### config.mk
export PLATFORM = sky130hd
export DESIGN_NAME = gray_packer
export DESIGN_NICKNAME = d
export VERILOG_FILES = /design/src/rtl/gray_packer.sv
export SDC_FILE = /design/constraint.sdc
export NUM_CORES = 1
export LEC_CHECK = 0
export CELL_PAD_IN_SITES_DETAIL_PLACEMENT = 1
export CELL_PAD_IN_SITES_GLOBAL_PLACEMENT = 1
export CORE_AREA = 2 2 97 99
export CTS_CLUSTER_DIAMETER = 30
export DETAILED_ROUTE_END_ITERATION = 12
export DIE_AREA = 0 0 99 101
export GPL_TIMING_DRIVEN = 1
export PLACE_DENSITY_LB_ADDON = 0.25
export SYNTH_ARGS = -nofsm -noshare
export SYNTH_HDL_FRONTEND = slang
export SYNTH_SLANG_ARGS = --single-unit
### constraint.sdc
create_clock -name clk -period 5.2 [get_ports clk]
set_input_delay 0.52 -clock clk [delete_from_list [all_inputs] [get_ports clk]]
set_output_delay 0.52 -clock clk [all_outputs]
set_load 0.005 [all_outputs]
### src/rtl/gray_packer.sv
// Purpose: Gray-encode (optional) input lanes and pack RATIO beats into one registered output word.
// Latency: one clock from the completing beat (or flush) to the clk1x_en strobe with the word on data_out.
// Backpressure: none; every din_valid beat is accepted, including beats in the strobe cycle.
module gray_packer #(
  parameter int DIN_W     = 8,
  parameter int RATIO     = 4,
  parameter int GRAY_EN   = 1,
  parameter int MSB_FIRST = 1,
  parameter int SEQ_W     = 8,
  localparam int LANE_W   = $clog2(RATIO + 1),
  localparam int WORD_W   = DIN_W * RATIO
) (
  input  logic              clk,
  input  logic              rst_n,
  input  logic              din_valid,
  input  logic [DIN_W-1:0]  data_in,
  input  logic              flush,
  output logic [WORD_W-1:0] data_out,
  output logic              clk1x_en,
  output logic [LANE_W-1:0] lanes,
  output logic [SEQ_W-1:0]  seq_gray,
  output logic              busy
);

  typedef enum logic {FILL, EMIT} state_t;

  state_t              state_q, state_d;
  logic [LANE_W-1:0]   fill_q;
  logic [LANE_W-1:0]   fill_inc;
  logic [LANE_W-1:0]   lanes_d;
  logic [LANE_W-1:0]   idx;
  logic [WORD_W-1:0]   acc_q;
  logic [WORD_W-1:0]   acc_d;
  logic [DIN_W-1:0]    lane_val;
  logic [SEQ_W-1:0]    seq_bin;
  logic [SEQ_W-1:0]    seq_nx;
  logic                emit;

  // Merge the current beat into the accumulator and decide whether a word leaves this edge.
  always_comb begin
    lane_val = (GRAY_EN != 0) ? (data_in ^ (data_in >> 1)) : data_in;
    idx      = (MSB_FIRST != 0) ? (LANE_W'(RATIO - 1) - fill_q) : fill_q;
    acc_d    = acc_q;
    if (din_valid) begin
      for (int i = 0; i < RATIO; i++) begin
        if (idx == LANE_W'(i)) begin
          acc_d[i*DIN_W +: DIN_W] = lane_val;
        end
      end
    end
    fill_inc = fill_q + LANE_W'(1);
    lanes_d  = din_valid ? fill_inc : fill_q;
    // A flush that coincides with a beat rides on that beat, so it can never emit twice.
    emit     = (din_valid && (fill_inc == LANE_W'(RATIO))) ||
               (flush && (lanes_d != '0));
    state_d  = emit ? EMIT : FILL;
    seq_nx   = seq_bin + SEQ_W'(1);
  end

  // State register: EMIT lasts exactly one cycle and doubles as the output strobe.
  always_ff @(posedge clk or negedge rst_n) begin
    if (!rst_n) begin
      state_q <= FILL;
    end else begin
      state_q <= state_d;
    end
  end

  // Fill counter, accumulator and the registered output word with its sequence number.
  always_ff @(posedge clk or negedge rst_n) begin
    if (!rst_n) begin
      fill_q   <= '0;
      acc_q    <= '0;
      data_out <= '0;
      lanes    <= '0;
      seq_bin  <= '0;
      seq_gray <= '0;
    end else if (emit) begin
      // Clearing the accumulator here guarantees unfilled lanes of the next partial word are zero.
      fill_q   <= '0;
      acc_q    <= '0;
      data_out <= acc_d;
      lanes    <= lanes_d;
      seq_bin  <= seq_nx;
      seq_gray <= seq_nx ^ (seq_nx >> 1);
    end else if (din_valid) begin
      fill_q   <= fill_inc;
      acc_q    <= acc_d;
    end
  end

  assign clk1x_en = (state_q == EMIT);
  assign busy     = (fill_q != '0);

endmodule

==> metrics.txt <==
routed vias=2,662; post-layout instance area=4700 µm²; layout net count=415; syn_area_per_cell=11.1 µm²; area of the multi-input gates=1600 µm²; Peak Freq=0.333 GHz; Max Slew Vio Count=0; H-tree lvl count=3; clk_lat worst skew=0.35 ns; Final Setup Violations=0; setup repair bufs after CTS=0; Register Area=2150 µm²; CTS tree=built; drt first-iter violations=158; Post-CTS Hold Fix Bufs=0; vias in the first global route=2,888; Syn Inst Count=351; Die Y=101 µm; Core Util, Final=0.523; Hold WS=0.327 ns; CP Data Arrival Time=3.25 ns; initial antenna violation count=0; vias per cell=5.19; worst min-delay path class=input pin to async pin; CP max stage cell=a2bb2oi_4; critical path endpoint category=flop; die width=99 µm; final worst setup slack=2.19 ns; total global-route track usage=0.182; CTS buffer count=9; power per cell area=569 nW/µm²; worst slew pin tran=1.10 ns; Site Rows=35; count of cell types in the netlist=36; number of flops mapped to enable cells by yosys=0; CTS root buf=clkbuf_8; VDD IR max=0.000268 V; antenna cells=0; top_reg_cell synth=dfrtp_1; max_cap viols=0; RSZ-0062 raised after global routing=false; DP Cell Count=497; Reg clk slew, reported paths=0.09 ns; 1st-pass router iterations=4; most frequent cells in the layout=dfrtp_1, clkdlybuf4s50_1, nor2_1; Synth async-reset ratio=1.00; WS Path Type=flop to flop; Num Clock Sinks=86; worst-path cell chain=ha_1 > ha_1 > a2bb2oi_4 > inv_2 > mux2_2; wire length per cell=16.6 µm; area grow syn2layout=20.4%; final WL=8.50 mm; Antenna Violating Nets Remaining=0; outcome=completed; yosys warns=0; CP Max Fanout=40; Longest Clk Path Bufs=2; Sum Neg Setup Slack=0 ns; Leak=2.07 nW; grt ovf=0; dpl cell area=4490 µm²; period utilization=0.578; delay-heaviest family, CP=compound AO/OA/AOI/OAI gates; Die ar.=10000 µm²; commonest non-fill, non-tap cell in the layout=dfrtp_1; Clock Skews=0.00568 ns; final RePlAce weighted congestion=0.740; first-pass GRT wire length=14.5 mm; CP Launch Type=flop; share of cells above drive strength 1=0.0672; WP buf/inv=1; effective utilization at floorplan=0.435; final hold vios=0; Seq/Total Area, Yosys=0.551; post-cts sizing count=0; I/O pins=57; Post-Syn Nets=369; largest net degree at the start of global routing=87; Pwr Total=2.67 mW; # fillers=975; pre-CTS WS=1.85 ns; crit path time final=3.01 ns; WP data required=5.44 ns; flop and latch count out of synthesis=86; final HPWL from detailed placement=5.66 mm; Core ar.=8980 µm²; CP peak stage delay=0.82 ns; crit-path most repeated cell=ha_1; Port Buf Inserts=56; Max-slew headroom=0.264; synthesized area=3900 µm²; Layout Cells excl Fill=513; Residual DRC=0
-- state kept, by name (all words and copies together), names as in the netlist --
register,cells
fill_q,3
lanes,3
seq_gray,8
clk1x_en,1
acc_q,32
data_out,32
seq_bin,7
-- worst paths after layout --
check	to	slack, ns	from	depth (start not counted)
worst max-delay path	seq_gray[2]	2.19	fill_q[0]	5
worst min-delay path	acc_q[5]	0.33	rst_n	1
worst max register to register	seq_gray[2]	2.19	fill_q[0]	5
worst min register to register	data_out[14]	0.48	data_out[14]	2
max in group asynchronous	acc_q[1]	4.12	rst_n	1
min in group clk	data_out[14]	0.48	data_out[14]	2
-- power breakdown --
part	internal (mW)	switching (mW)	total [mW]
combinational	0.568	0.544	1.11
sequential	0.895	0.154	1.05
clock	0.268	0.243	0.512
-- routing by layer --
metal / vias to the layer above / global-route usage / routed length (µm)
met2: 48 / 0.295 / 4020
met3: 10 / 0.0340 / 273
li1: 1293 / - / -
met1: 1311 / 0.245 / 4090
met5: - / 0 / 0
met4: 0 / 0.0643 / 116
-- synthesized netlist by cell type (2+ instances only) --
cell type / instances / area share
buf_6: 4 / 0.012
and2_1: 9 / 0.014
nor2_1: 40 / 0.038
o21ai_1: 7 / 0.0090
buf_4: 5 / 0.0096
and3b_1: 3 / 0.0067
buf_2: 4 / 0.0051
xor2_1: 15 / 0.034
o21ai_0: 25 / 0.032
or3_1: 2 / 0.0032
nor3_1: 4 / 0.0051
mux2i_1: 33 / 0.085
inv_1: 4 / 0.0038
dfrtp_1: 86 / 0.55
a2bb2oi_1: 21 / 0.047
a21oi_1: 8 / 0.010
nand2_1: 39 / 0.038
xnor2_1: 7 / 0.016
ha_1: 6 / 0.019
nand3_2: 2 / 0.0051
clkbuf_1: 9 / 0.0087
mux2_2: 3 / 0.0087
o21a_1: 2 / 0.0038
-- cell families (layout without fill, tap and decap cells) --
group	Yosys count	in the layout	share of synthesized area
simple gates	102	102	0.117
mux	36	36	0.0933
flops	86	86	0.551
fa+ha+maj	6	6	0.0192
xor+xnor	23	23	0.0551
compound gates	70	70	0.123
buf+inv	28	79	0.0407
-- area by class of cell --
cell class,instances,area share
Multi-Input combinational cell,237,0.341
Sequential cell,86,0.458
Clock buffer,9,0.0264
Timing Repair Buffer,58,0.122
Inverter,5,0.00399
Tap cell,111,0.0296
Clock inverter,7,0.0189
Power figures use the tool's default switching activity.
